$ cat src/rtl/sevenseg_word_seq.sv
// Stores a word of up to eight character codes and cycles through them on an
// active-low seven-segment display, with a per-character dwell and optional blank gap.
module sevenseg_word_seq #(
  parameter int unsigned DWELL_CYCLES = 12000000,
  parameter int unsigned GAP_CYCLES   = 3000000
) (
  input  logic       clk,
  input  logic       rst_n,
  input  logic       wr_valid,
  output logic       wr_ready,
  input  logic [4:0] wr_char,
  input  logic       wr_last,
  input  logic       run,
  output logic       busy,
  output logic       a,
  output logic       b,
  output logic       c,
  output logic       d,
  output logic       e,
  output logic       f,
  output logic       g,
  output logic [1:0] dbg_state
);

  // Write handshake: a character is taken on a rising edge where wr_valid and
  // wr_ready are both 1; wr_ready is high only while the sequencer is idle.

  typedef enum logic [1:0] {
    IDLE = 2'd0,
    SHOW = 2'd1,
    GAP  = 2'd2
  } state_t;

  // Counters load N-1 on entry so the state lasts exactly N cycles.
  localparam logic [23:0] DWELL_LOAD = 24'(DWELL_CYCLES - 1);
  localparam logic [23:0] GAP_LOAD   = (GAP_CYCLES > 0) ? 24'(GAP_CYCLES - 1) : 24'd0;
  localparam logic [6:0]  SEG_BLANK  = 7'h7F;

  state_t      state_q, state_d;
  logic [2:0]  idx_q, idx_d, idx_next;
  logic [23:0] cnt_q, cnt_d;
  logic [6:0]  seg_q, seg_d;
  logic [2:0]  wptr_q;
  logic [3:0]  len_q;
  logic [4:0]  word_mem [8];
  logic        wr_fire;

  // Active-high {a..g} pattern for a character code.
  function automatic logic [6:0] glyph(input logic [4:0] code);
    case (code)
      5'd0:    glyph = 7'h7E;
      5'd1:    glyph = 7'h30;
      5'd2:    glyph = 7'h6D;
      5'd3:    glyph = 7'h79;
      5'd4:    glyph = 7'h33;
      5'd5:    glyph = 7'h5B;
      5'd6:    glyph = 7'h5F;
      5'd7:    glyph = 7'h70;
      5'd8:    glyph = 7'h7F;
      5'd9:    glyph = 7'h7B;
      5'd10:   glyph = 7'h77;
      5'd11:   glyph = 7'h1F;
      5'd12:   glyph = 7'h4E;
      5'd13:   glyph = 7'h3D;
      5'd14:   glyph = 7'h4F;
      5'd15:   glyph = 7'h47;
      5'd17:   glyph = 7'h37;
      5'd18:   glyph = 7'h0E;
      5'd19:   glyph = 7'h67;
      5'd20:   glyph = 7'h3E;
      5'd21:   glyph = 7'h01;
      default: glyph = 7'h00;
    endcase
  endfunction

  assign wr_ready  = (state_q == IDLE);
  assign busy      = (state_q != IDLE);
  assign wr_fire   = wr_valid && wr_ready;
  assign dbg_state = state_q;
  assign {a, b, c, d, e, f, g} = seg_q;

  assign idx_next = ({1'b0, idx_q} == (len_q - 4'd1)) ? 3'd0 : idx_q + 3'd1;

  always_comb begin
    state_d = state_q;
    idx_d   = idx_q;
    cnt_d   = cnt_q;
    seg_d   = seg_q;
    case (state_q)
      IDLE: begin
        seg_d = SEG_BLANK;
        // A write in the same cycle wins; the word may be changing under us.
        if (run && (len_q != 4'd0) && !wr_fire) begin
          state_d = SHOW;
          idx_d   = 3'd0;
          cnt_d   = DWELL_LOAD;
          seg_d   = ~glyph(word_mem[0]);
        end
      end
      SHOW: begin
        if (!run) begin
          state_d = IDLE;
          seg_d   = SEG_BLANK;
        end else if (cnt_q == 24'd0) begin
          if (GAP_CYCLES > 0) begin
            state_d = GAP;
            cnt_d   = GAP_LOAD;
            seg_d   = SEG_BLANK;
          end else begin
            idx_d = idx_next;
            cnt_d = DWELL_LOAD;
            seg_d = ~glyph(word_mem[idx_next]);
          end
        end else begin
          cnt_d = cnt_q - 24'd1;
        end
      end
      GAP: begin
        if (!run) begin
          state_d = IDLE;
          seg_d   = SEG_BLANK;
        end else if (cnt_q == 24'd0) begin
          state_d = SHOW;
          idx_d   = idx_next;
          cnt_d   = DWELL_LOAD;
          seg_d   = ~glyph(word_mem[idx_next]);
        end else begin
          cnt_d = cnt_q - 24'd1;
        end
      end
      default: begin
        state_d = IDLE;
        seg_d   = SEG_BLANK;
      end
    endcase
  end

  always_ff @(posedge clk or negedge rst_n) begin
    if (!rst_n) begin
      state_q <= IDLE;
      idx_q   <= 3'd0;
      cnt_q   <= 24'd0;
      seg_q   <= SEG_BLANK;
    end else begin
      state_q <= state_d;
      idx_q   <= idx_d;
      cnt_q   <= cnt_d;
      seg_q   <= seg_d;
    end
  end

  // Word length becomes visible only once the word is closed, so a partial
  // word never gets displayed.
  always_ff @(posedge clk or negedge rst_n) begin
    if (!rst_n) begin
      wptr_q <= 3'd0;
      len_q  <= 4'd0;
    end else if (wr_fire) begin
      if (wr_last || (wptr_q == 3'd7)) begin
        len_q  <= {1'b0, wptr_q} + 4'd1;
        wptr_q <= 3'd0;
      end else begin
        wptr_q <= wptr_q + 3'd1;
        if (wptr_q == 3'd0) begin
          len_q <= 4'd0;
        end
      end
    end
  end

  always_ff @(posedge clk) begin
    if (wr_fire) begin
      word_mem[wptr_q] <= wr_char;
    end
  end

endmodule

$ cat config.mk
export PLATFORM = sky130hd
export DESIGN_NAME = sevenseg_word_seq
export DESIGN_NICKNAME = d
export VERILOG_FILES = /design/src/rtl/sevenseg_word_seq.sv
export SDC_FILE = /design/constraint.sdc
export NUM_CORES = 1
export LEC_CHECK = 0
export ABC_AREA = 1
export CAP_MARGIN = 20
export CORE_MARGIN = 4
export CORE_UTILIZATION = 35
export CTS_BUF_LIST = sky130_fd_sc_hd__clkbuf_4 sky130_fd_sc_hd__clkbuf_8
export CTS_CLUSTER_DIAMETER = 100
export CTS_CLUSTER_SIZE = 16
export DETAILED_ROUTE_END_ITERATION = 10
export GPL_ROUTABILITY_DRIVEN = 1
export PLACE_DENSITY = 0.58
export SKIP_LAST_GASP = 1
export SYNTH_ARGS = -nofsm -noshare
export SYNTH_HDL_FRONTEND = slang
export SYNTH_SLANG_ARGS = --single-unit
$ cat constraint.sdc
create_clock -name clk -period 4.2 [get_ports clk]
set_input_delay 0.42 -clock clk [delete_from_list [all_inputs] [get_ports clk]]
set_output_delay 0.42 -clock clk [all_outputs]
set_load 0.005 [all_outputs]
======== Word level (Yosys, flattened, before mapping) ========
Memories as Yosys holds them, arrays and structs flattened.
Cells that the tools add are included.
word-level totals
  ROM bits ................................ 448
  bits in writable memories ............... 40
  register bits ........................... 43
  output and inout port bits .............. 11
  memories ................................ 3
operators by class
  bitwise gates (word level) .............. 2
  equality and inequality tests ........... 10
  add/sub/neg operators ................... 5
  reduce and logical (&&, ||, !) cells .... 18
  muxes and demuxes ....................... 33
memory list
  memory           depth  width  rd ports  clocked after Yosys merged registers in  wr ports  RTL line  text
  (no name shown)  32     7      1         0                                        0         50        case (code)
  (no name shown)  32     7      1         0                                        0         50
  word_mem         8      5      2         0                                        1         45        logic [4:0] word_mem [8];
operator list
  kind                                                                   count
  24-bit two-way mux                                                     5
  24-bit case mux with 3 select lines                                    1
  7-bit two-way mux                                                      10
  24-bit logical NOT                                                     1
  24-bit by 1-bit subtractor with 24-bit output (second input constant)  1
  7-bit case mux with 3 select lines                                     1
  3-bit two-way mux                                                      5
  7-bit inverter                                                         2
  2-bit two-way mux                                                      5
  4-bit two-way mux                                                      2
  4-bit AND reduction                                                    2
  3-bit by 1-bit adder with 3-bit output (second input constant)         2
  2-bit inequality test (second input constant)                          3
  3-bit inequality test (second input constant)                          2
  2-bit case mux with 3 select lines                                     1
  3-bit case mux with 2 select lines                                     1
  2-bit nonzero test                                                     3
  3-bit by 1-bit adder with 4-bit output (second input constant)         1
  3-bit by 4-bit equality test with 1-bit output                         1
  2-bit AND reduction                                                    2
  4-bit nonzero test                                                     1
  4-bit by 1-bit subtractor with 4-bit output (second input constant)    1
  3-bit equality test (second input constant)                            1
  1-bit logical AND                                                      3
  10 further kinds                                                       11

======== Logic depth before layout (Yosys ltp) ========
Gate-level depths: netlist of the first run.
An unclocked memory read counts as a cell.
  depth in word-level cells ............... 12
  mapped depth ............................ 25
  depth with buffers taken out ............ 24

======== Worst setup path after synthesis of the first run ========
Ideal clock, no wire load.
  kind .................................... register -> register
  start ................................... register len_q[0]
  end ..................................... register seg_q[5]
  path slack .............................. 1.441 ns
  stages on the path, launching flop included .. 23
  library setup time ...................... 0.068 ns
  buffers on the path ..................... 1
  data arrival time ....................... 2.691 ns
  path through ............................ dfrtp_1 > inv_1 > ha_1 > nand2_1 > inv_1 > nor2_1 > nand3_2 > inv_2 > nand2_8 > nand2_4 > buf_8 > nand3_1 > nand2_1 > nand2_1 > nand2_1 > inv_1 > ha_1 > nand3b_1 > a21oi_2 > nand2_1 > nand3_1 > nand2_1 > a21oi_2
between the ends
  cells in the longest elaborated chain, start to end .. 12
  elaborated cells on any way between the ends .. 16
  classes of those cells .................. 1 x add/sub; 1 x eq/ne; 8 x mux; 1 x bitwise; 3 x reduce/logical; 2 x memory
RTL lines
  item                                            RTL line  text
  from (decl)                                     44        logic [3:0] len_q;
  from (signal assigned)                          160       len_q <= {1'b0, wptr_q} + 4'd1;
  4-bit by 1-bit subtractor with 4-bit output     82        assign idx_next = ({1'b0, idx_q} == (len_q - 4'd1)) ? 3'd0 : idx_q + 3'd1;
  3-bit by 4-bit equality test with 1-bit output  82
  3-bit two-way mux                               82
  memory 8 x 5 bit                                n/a
  memory 32 x 7 bit                               n/a
  7-bit two-way mux                               122       end else if (cnt_q == 24'd0) begin
  7-bit two-way mux                               119       if (!run) begin
  7-bit two-way mux                               89        case (state_q)
  7-bit inverter                                  126       seg_d = ~glyph(word_mem[idx_next]);
  7-bit two-way mux                               122
  7-bit two-way mux                               119
  7-bit case mux with 3 select lines *            89
  to (signal assigned)                            148       seg_q <= seg_d;
  to (decl)                                       42        logic [6:0] seg_q, seg_d;
Every way passes the cells marked *; elsewhere a longest branch is shown, timed or not. The select of a mux whose other input is x is not followed.
A chain may end at the register's enable or synchronous reset.

======== Final worst setup path of the first run ========
  start ................................... register idx_q[0]
  end ..................................... register seg_q[4]
between the ends
  cells in the longest elaborated chain, start to end .. 11
  elaborated cells on any way between the ends .. 12
  classes of those cells .................. 1 x add/sub; 1 x eq/ne; 7 x mux; 1 x bitwise; 2 x memory
RTL lines
  item                                                                                                      RTL line  text
  from (decl)                                                                                               40        logic [2:0] idx_q, idx_d, idx_next;
  from (signal assigned)                                                                                    146       idx_q <= idx_d;
  3-bit by 1-bit adder with 3-bit output or 3-bit by 4-bit equality test with 1-bit output (tied branches)  82
  3-bit two-way mux *                                                                                       82
  memory 8 x 5 bit *                                                                                        n/a
  memory 32 x 7 bit *                                                                                       n/a
  7-bit two-way mux *                                                                                       122
  7-bit two-way mux *                                                                                       119
  7-bit two-way mux *                                                                                       89
  7-bit inverter *                                                                                          126
  7-bit two-way mux *                                                                                       122
  7-bit two-way mux *                                                                                       119
  7-bit case mux with 3 select lines *                                                                      89
Marks and branches as above.

==> metrics.md, run 1 <==
| Metric | Value |
|---|---|
| Ys async rst share | 0.518 |
| Buffers on Ports | 20 |
| Post-synth EDFFs | 40 |
| Hold Buf Count CTS | 0 |
| DRC | 0 |
| Setup TNS | 0 ns |
| Power consumption | 3800 µW |
| Outcome | finished, final reports clean |
| WL final | 12800 µm |
| H-tree lvl count | 3 |
| Max Clk Rate | 0.307 GHz |
| Synth area leaders | edfxtp_1 (22%), dfrtp_1 (17%), nand2_1 (9.6%) |
| Crit Path Class | reg2reg |
| First-pass detailed-route iteration total | 5 |
| Slowest stage delay, CP | 0.48 ns |
| RSZ-0062 raised after global routing | no |
| Antenna Nets Post-Route | 0 |
| Post-CTS Resized | 0 |
| Die area | 17400 µm² |
| Antenna violations before repair | 0 |
| Crit-path leading delay family | simple AND/OR/NAND/NOR gates |
| Vias/cell | 5.18 |
| Top Ports | 21 |
| Nets | 715 |
| Pwr dens | 638 nW/µm² |
| Share of post-route cells with drive strength above 1 | 0.105 |
| Most frequent cells after synthesis | nand2_1 (138), nor2_1 (79), inv_1 (73), nand3_1 (57), o21ai_0 (41) |
| CTS Buf Count | 9 |
| First-pass GRT wire length | 21700 µm |
| Most frequent cell after synthesis | nand2_1 |
| Drt wl/cell | 14.7 µm |
| Pleak | 0.00257 µW |
| Number of clock sinks | 83 |
| WP data required | 4.52 ns |
| Final Setup Violations | 0 |
| Warnings from Yosys | 0 |
| CTS Buffer Depth | 2 |
| Die height | 132 µm |
| Core area | 15100 µm² |
| Maxcap violations | 0 |
| Vias | 4513 |
| Site Rows | 45 |
| Gpl congestion | 0.871 |
| Post-route minimum period | 3.26 ns |
| Vias in the first global route | 4330 |
| Iter 0 DRT Violations | 388 |
| Most common cell on crit path | nand2_1 |
| Worst Tran Pin Value | 0.608 ns |
| Syn Inst Count | 661 |
| Area after DPL | 5710 µm² |
| Maximum fanout along the worst path | 22 |
| Maximum vdd drop | 0.225 mV |
| Syn Area/Cell | 8.14 µm² |
| Ys flop type | edfxtp_1 |
| Cell taking the most area after synthesis | edfxtp_1 |
| CP endpoint kind | flop |
| Final worst slack | 0.942 ns |
| Fin. Hold Viols | 0 |
| Final Cycle Share | 0.776 |
| Tot GR Track Use | 0.152 |
| Setup Fix Bufs, Post-CTS | 0 |
| Gr ovfl total | 0 |
| CTS clk-pin slew, worst paths | 0.09 ns |
| R2R cell count | 20 |
| Synth Net Count | 697 |
| Finished Cell Area | 5950 µm² |
| Share of Yosys cell area claimed by the top area cell type | 0.223 |
| Crit path launch type | flop |
| Slew Limit Fails | 0 |
| Netlist cell types | 53 |
| FF+latch count, synth | 83 |
| N_diodes | 0 |
| Relative slew slack | 0.593 |
| Place WS | 0.939 ns |
| Worst skew pair latency | 0.38 ns |
| Hold WC Path Type | in2async |
| Clock skew | 0.0192 ns |
| Post-DP HPWL | 9390 µm |
| CTS tree | yes |
| Min Hold Slack | 0.503 ns |
| Area Overhead vs Synth | 10.5% |
| Post-Syn Area | 5380 µm² |
| Crit-path slowest cell | dfrtp_1 |
| R2R Setup Slk | 0.94 ns |
| CP arrival | 3.58 ns |
| Reg2reg start | idx_q[0] |
| Pin count of the biggest net entering global routing | 44 |
| Worst path cell trace | inv_2 > nand2_1 > nand2_1 > nand3_2 > inv_2 > nand2_8 > nand2_4 > nand3_1 > nand2_1 > nand2_1 > nand2_1 > inv_1 > ha_1 > inv_1 > nand3_1 > nand3_1 > nand2_1 > nand3_1 > nand2_1 > a21oi_2 |
| CP Buf/Inv Count | 4 |
| Sequential area share after synthesis | 0.425 |
| Initial Util | 0.355 |
| Width of the chip | 132 µm |
| CTS root buffer | clkbuf_8 |
| R2r endpoint | seg_q[4] |
through the flow:
| stage | cells | utilization |
|---|---|---|
| final | 872 | 0.393 |
| after global routing | 872 | 0.393 |
| after CTS | 869 | 0.390 |
| after detailed placement | 853 | 0.377 |
| after global placement | 853 | 0.377 |
| after floorplan | 661 | - |
state kept, by name (all words and copies together), names as in the netlist:
signal	flops
wptr_q	3
seg_q	7
word_mem	40
dbg_state	2
idx_q	3
len_q	4
cnt_q	24
worst reg2reg max path: cells and delay by family, from the launching register on:
family	cells	cell delay, ns
flip-flops	1	0.48
AND/OR/NAND/NOR	14	1.64
AO/OA/AOI/OAI	1	0.13
adder cells (fa/ha/maj)	1	0.27
buffers and inverters	4	0.67
worst max path at each step:
stage              from       end  slack (ns)  depth (start not counted)
2_1_floorplan  len_q[0]  seg_q[5]        1.44                         22
5_1_grt        len_q[0]  seg_q[2]        0.60                         22
4_1_cts        idx_q[0]  seg_q[4]        0.92                         20
3_3_place_gp   idx_q[0]  seg_q[2]        0.98                         19
6_report       idx_q[0]  seg_q[4]        0.94                         20
3_5_place_dp   idx_q[0]  seg_q[2]        0.94                         20
power by group:
part	internal, µW	leakage, µW	switching, µW	total, µW
Clock	285	0.000105	333	618
Sequential	1050	0.000867	137	1180
Combinational	705	0.00160	1290	1990
Total	2040	0.00257	1760	3790
layout by cell type, fill, tap and decap left out, drive strengths merged, types with 4 or more instances in the layout:
cell           count
a21oi             40
a22oi              9
a2bb2oi            4
buf                4
clkbuf             9
clkdlybuf4s50     19
dfrtp             36
dfstp              7
edfxtp            40
ha                26
inv               85
nand2            147
nand3             65
nand3b             7
nand4              4
nor2              84
nor3               5
o2111ai            5
o21ai             45
o22ai              5
o31ai              6
or2                6
xor2              10
final cells by class:
cell class                      count  area, µm²
Sequential cell                    83       2290
Tap cell                          188        235
Clock buffer                        9        124
Multi-Input combinational cell    480       2680
Fill cell                        1492       9200
Timing Repair Buffer               24        240
Clock inverter                      7       80.1
Inverter                           81        307
logic make-up (layout without fill, tap and decap cells):
group                    Yosys count  in the layout  synth area share
AO/OA/AOI/OAI                    121            121             0.140
XOR/XNOR                          10             10            0.0163
adder cells (fa/ha/maj)           26             26            0.0605
buffers and inverters             98            121            0.0781
flip-flops                        83             83             0.425
AND/OR/NAND/NOR                  323            323             0.281
routing by layer:
metal / track usage / vias to the layer above / wire (µm)
li1: - / 2246 / -
met1: 0.211 / 2095 / 6130
met2: 0.231 / 139 / 5580
met3: 0.0355 / 33 / 714
met4: 0.0566 / 0 / 369
met5: 0 / - / 0
No activity file was read; power rests on OpenSTA's default activity.
==> inputs of run 2 (changes only) <==
- clock period: 4.2 -> 3.1 ns (I/O delays scaled with it)
==> metrics.md, run 2 (synthesized netlist as in run 1, its figures left out) <==
| Metric | Value |
|---|---|
| Outcome | finished, final reports clean |
| Die height | 132 µm (unchanged) |
| Post-route minimum period | 2.81 ns (-0.451 ns) |
| Placed insts | 860 (+0.82%) |
| Final Setup Violations | 0 (unchanged) |
| Post-DP HPWL | 9470 µm (+0.82%) |
| Share of post-route cells with drive strength above 1 | 0.130 (+0.0251) |
| Nets | 729 (+2.0%) |
| Clock skew | 0.0168 ns (-0.00237 ns) |
| CTS Buffer Depth | 2 (unchanged) |
| CTS root buffer | clkbuf_8 |
| Buffers on Ports | 20 (unchanged) |
| Pin count of the biggest net entering global routing | 44 (unchanged) |
| Max Clk Rate | 0.356 GHz (+16%) |
| CP endpoint kind | flop |
| Top Ports | 21 (unchanged) |
| Pwr dens | 862 nW/µm² (+35%) |
| Vias/cell | 5.08 (-1.9%) |
| First-pass GRT wire length | 21400 µm (-0.96%) |
| Commonest non-fill, non-tap cell in the layout | nand2_1 |
| Gpl congestion | 0.842 (-3.4%) |
| Pleak | 0.00264 µW (+2.9%) |
| Maximum fanout along the worst path | 8 (-64%) |
| Area Overhead vs Synth | 13.3% |
| Tot GR Track Use | 0.150 (-0.00227) |
| Number of clock sinks | 83 (unchanged) |
| Initial Util | 0.355 (unchanged) |
| Finished Cell Area | 6100 µm² (+2.6%) |
| R2R Setup Slk | 0.29 ns (-0.65 ns) |
| Gr ovfl total | 0 (unchanged) |
| Site Rows | 45 (unchanged) |
| CTS clk-pin slew, worst paths | 0.09 ns (about the same) |
| Vias in the first global route | 4272 (-1.3%) |
| Hold WC Path Type | in2async |
| Maxcap violations | 0 (unchanged) |
| WP data required | 3.41 ns (-1.11 ns) |
| Relative slew slack | 0.581 (-0.0124) |
| Fin. Hold Viols | 0 (unchanged) |
| RSZ-0062 raised after global routing | no |
| First-pass detailed-route iteration total | 7 (+2) |
| Top reg by flops | word_mem |
| Setup TNS | 0 ns (unchanged) |
| Maximum vdd drop | 0.281 mV (+25%) |
| Iter 0 DRT Violations | 391 (+0.77%) |
| Core area | 15100 µm² (unchanged) |
| Final Non-Filler Cells | 886 (+1.6%) |
| Width of the chip | 132 µm (unchanged) |
| Final Cycle Share | 0.905 (+0.130) |
| Area after DPL | 5760 µm² (+0.92%) |
| Crit Path Class | reg2reg |
| DRC | 0 (unchanged) |
| Worst skew pair latency | 0.37 ns (about the same) |
| WL final | 12800 µm (-0.12%) |
| Drt wl/cell | 14.4 µm (-1.7%) |
| Largest regs | word_mem: 40 flops, cnt_q: 24 flops, seg_q: 7 flops |
| Worst Tran Pin Value | 0.626 ns (+0.0185 ns) |
| Commonest non-fill, non-tap cells in the layout | nand2_1 (136), nor2_1 (79), inv_1 (71), nand3_1 (56), o21ai_0 (41) |
| H-tree lvl count | 3 (unchanged) |
| R2R cell count | 21 (+5.0%) |
| Min Hold Slack | 0.431 ns (-0.0716 ns) |
| CP arrival | 3.12 ns (-0.46 ns) |
| N_diodes | 0 (unchanged) |
| Max reg flops | 40 (unchanged) |
| CTS tree | yes |
| Antenna Nets Post-Route | 0 (unchanged) |
| CTS Buf Count | 9 (unchanged) |
| Vias | 4498 (-0.33%) |
| Die area | 17400 µm² (unchanged) |
| Antenna violations before repair | 0 (unchanged) |
| Crit path launch type | flop |
| Slew Limit Fails | 0 (unchanged) |
-- run 2: worst max-delay path, stage by stage, from the launching register on --
cell      delay [ns]
dfrtp_1         0.39
inv_2           0.07
ha_1            0.31
nand2_1         0.06
inv_1           0.04
nor2_1          0.10
nand3_2         0.13
inv_4           0.13
nand2_8         0.09
nand2_8         0.11
nand3_1         0.08
nand2_1         0.07
nand2_1         0.06
nand2_1         0.10
inv_2           0.06
ha_1            0.28
nand3b_1        0.19
a21oi_2         0.13
nand2_1         0.07
nand3_1         0.07
nand2_1         0.06
a21oi_2         0.13
-- run 2: worst paths after layout --
path                       startpoint         to
setup / recovery             len_q[0]   seg_q[5]
hold / removal                  rst_n  cnt_q[18]
setup reg to reg             len_q[0]   seg_q[5]
hold reg to reg              seg_q[6]   seg_q[6]
max in group asynchronous       rst_n   seg_q[4]
min in group clk             seg_q[6]   seg_q[6]
-- run 2: timing repair --
action	CTS	global route
hold endpoints to repair	0	19
endpoints found under the setup margin	0	7
hold buffers	0	1
gates resized for setup	0	7
buffers inserted	0	6
-- run 2: per-layer routing --
metal / vias up / global-route usage / share of wire
li1: 2280 / - / -
met1: 2106 / 0.211 / 0.49
met4: 0 / 0.0385 / 0.014
met2: 97 / 0.233 / 0.46
met5: - / 0 / 0
met3: 15 / 0.0344 / 0.038
-- run 2: layout make-up --
class / instances / area, µm²
Multi-Input combinational cell: 482 / 2720
Timing Repair Buffer: 36 / 350
Sequential cell: 83 / 2290
Inverter: 81 / 309
Clock inverter: 7 / 78.8
Clock buffer: 9 / 124
Tap cell: 188 / 235
Fill cell: 1516 / 9050
-- run 2: where the power goes --
group / internal, µW / switching [µW]
logic: 1040 / 1790
clock network: 384 / 435
registers: 1420 / 189
total: 2850 / 2410
-- run 2: per-stage QoR --
stage                      util  setup slack, ns  total power [µW]
final                     0.403            0.294              5260
after global routing      0.403          0.00959              5740
after CTS                 0.394           0.0889              5180
after detailed placement  0.380            0.121              4340
after global placement    0.380            0.246              4310
after floorplan               -            0.341              3650
==> inputs of run 3 (changes only) <==
- PLACE_DENSITY: 0.58 -> not set
==> metrics.md, run 3 (synthesized netlist as in run 1, its figures left out) <==
| Metric | Value |
|---|---|
| CTS Buffer Depth | 2 (unchanged) |
| Worst path cell trace | inv_2 > ha_1 > nand2_1 > inv_1 > nor2_1 > nand3_2 > inv_2 > nand2_8 > nand2_8 > nor2_1 > o21ai_1 > nand2_1 > nand2_1 > nand2_1 > buf_4 > ha_1 > nand3b_1 > nand2_1 > nor2_1 > nor2_1 > nand2_1 > nand2_1 > a21oi_1 |
| H-tree lvl count | 3 (unchanged) |
| CTS clk-pin slew, worst paths | 0.10 ns (about the same) |
| Maximum fanout along the worst path | 18 (+10) |
| DRC | 0 (unchanged) |
| Multi-input gate area | 2690 µm² (-0.92%) |
| WL final | 12700 µm (-0.40%) |
| Vias in the first global route | 4234 (-0.89%) |
| Power consumption | 5150 µW (-2.1%) |
| Crit path launch type | flop |
| WP data required | 3.41 ns (about the same) |
| Fin. Hold Viols | 0 (unchanged) |
| Most common cell on crit path | nand2_1 |
| Crit Path Class | reg2reg |
| CP arrival | 3.14 ns (+0.02 ns) |
| R2r endpoint | seg_q[0] |
| Gr ovfl total | 0 (unchanged) |
| Crit-path slowest cell | dfrtp_1 |
| Die area | 17400 µm² (unchanged) |
| Antenna Nets Post-Route | 0 (unchanged) |
| Max Clk Rate | 0.353 GHz (-0.95%) |
| Max reg flops | 40 (unchanged) |
| Clock skew | 0.0176 ns (+0.000807 ns) |
| Relative slew slack | 0.580 (-0.000895) |
| Reg2reg start | len_q[0] |
| N_diodes | 0 (unchanged) |
| Post-DP HPWL | 9390 µm (-0.81%) |
| Vias | 4502 (+0.089%) |
| Die height | 132 µm (unchanged) |
| Top Ports | 21 (unchanged) |
| R2R Setup Slk | 0.27 ns (-0.03 ns) |
| Commonest non-fill, non-tap cell in the layout | nand2_1 |
| CTS root buffer | clkbuf_8 |
| Min Hold Slack | 0.376 ns (-0.0558 ns) |
| Hold WC Path Type | in2async |
| Antenna violations before repair | 0 (unchanged) |
| Pleak | 0.00260 µW (-1.6%) |
| Initial Util | 0.355 (unchanged) |
| Post-route minimum period | 2.83 ns (+0.0269 ns) |
| R2R cell count | 23 (+9.5%) |
| Worst skew pair latency | 0.37 ns (about the same) |
| Setup TNS | 0 ns (unchanged) |
| CP endpoint kind | flop |
| Final Setup Violations | 0 (unchanged) |
| Crit path launch | len_q[0] |
| Top reg by flops | word_mem |
| Slew Limit Fails | 0 (unchanged) |
| Site Rows | 45 (unchanged) |
| Pwr dens | 854 nW/µm² (-0.90%) |
| Iter 0 DRT Violations | 424 (+8.4%) |
| RSZ-0062 raised after global routing | no |
| Number of clock sinks | 83 (unchanged) |
| Maximum vdd drop | 0.358 mV (+27%) |
| Gpl congestion | 0.836 (-0.65%) |
| FILL cells | 1519 (+0.20%) |
| Share of post-route cells with drive strength above 1 | 0.125 (-0.00501) |
| Pin count of the biggest net entering global routing | 44 (unchanged) |
| Commonest non-fill, non-tap cells in the layout | nand2_1 (136), nor2_1 (79), inv_1 (71), nand3_1 (57), o21ai_0 (41) |
| Buffers on Ports | 20 (unchanged) |
| Outcome | finished, final reports clean |
| CTS Buf Count | 9 (unchanged) |
| First-pass detailed-route iteration total | 5 (-2) |
| Core area | 15100 µm² (unchanged) |
| Nets | 725 (-0.55%) |
| Slowest stage delay, CP | 0.38 ns (about the same) |
| Tot GR Track Use | 0.149 (-0.000814) |
| Maxcap violations | 0 (unchanged) |
| Worst Tran Pin Value | 0.628 ns (+0.00134 ns) |
| Drt wl/cell | 14.4 µm (about the same) |
| Width of the chip | 132 µm (unchanged) |
| First-pass GRT wire length | 21500 µm (+0.29%) |
| Vias/cell | 5.10 (+0.54%) |
| Area Overhead vs Synth | 12.0% |
| Sequential cell area | 2290 µm² (unchanged) |
| Final Cycle Share | 0.914 (+0.00867) |
| Largest regs | word_mem: 40 flops, cnt_q: 24 flops, seg_q: 7 flops |
| CTS tree | yes |
| Final core utilization | 0.398 (-0.00479) |
[run 3: changes by cell type in the layout (fill, tap and decap cells not counted), sizes merged]
cell / before / now
bufinv: 1 / 0
clkinvlp: 1 / 2
buf: 16 / 14
nand2: 149 / 147
[run 3: metrics by stage]
stage               cell area [µm²]  instances  worst slack [ns]
floorplan                      5380        661             0.341
global placement               5750        859             0.251
detailed placement             5750        859             0.133
CTS                            5930        875             0.116
global route                   6030        882         0.0000653
finish                         6030        882             0.267
[run 3: timing repair]
action | CTS | global route
hold buffers | 0 | 1
setup buffers | 0 | 5
setup endpoints to repair | 0 | 7
hold endpoints to repair | 0 | 7
resized for setup | 0 | 6
[run 3: report_power, final]
| part | leakage [µW] | switching [µW] | total [µW] | internal, µW |
|---|---|---|---|---|
| Sequential | 0.000867 | 187 | 1610 | 1420 |
| Combinational | 0.00165 | 1750 | 2790 | 1040 |
| Clock | 0.0000862 | 453 | 755 | 303 |
| Total | 0.00260 | 2390 | 5150 | 2760 |
[run 3: layout make-up]
cell class | count | area share
Sequential cell | 83 | 0.379
Tap cell | 188 | 0.0390
Inverter | 81 | 0.0509
Timing Repair Buffer | 34 | 0.0544
Clock buffer | 9 | 0.0206
Clock inverter | 7 | 0.00934
Multi-Input combinational cell | 480 | 0.447
[run 3: how the worst max path moves through the flow]
stage / to / slack (ns) / cells after the start
after global placement: seg_q[0] / 0.25 / 21
after detailed placement: seg_q[4] / 0.13 / 22
final: seg_q[0] / 0.27 / 23
after CTS: seg_q[1] / 0.12 / 22
after global routing: seg_q[0] / 0.00007 / 23
after floorplan: seg_q[5] / 0.34 / 22
[run 3: critical path: cells and delay by family, from the launching register on]
family	cells	cell delay, ns
AO/OA/AOI/OAI	2	0.13
flip-flops	1	0.38
adder cells (fa/ha/maj)	2	0.50
AND/OR/NAND/NOR	15	1.38
buffers and inverters	4	0.38
[run 3: layer usage]
metal / vias up / GRT usage / wire (µm)
met1: 2113 / 0.215 / 6220
met2: 110 / 0.229 / 5850
li1: 2269 / - / -
met5: - / 0 / 0
met3: 10 / 0.0260 / 541
met4: 0 / 0.0438 / 112
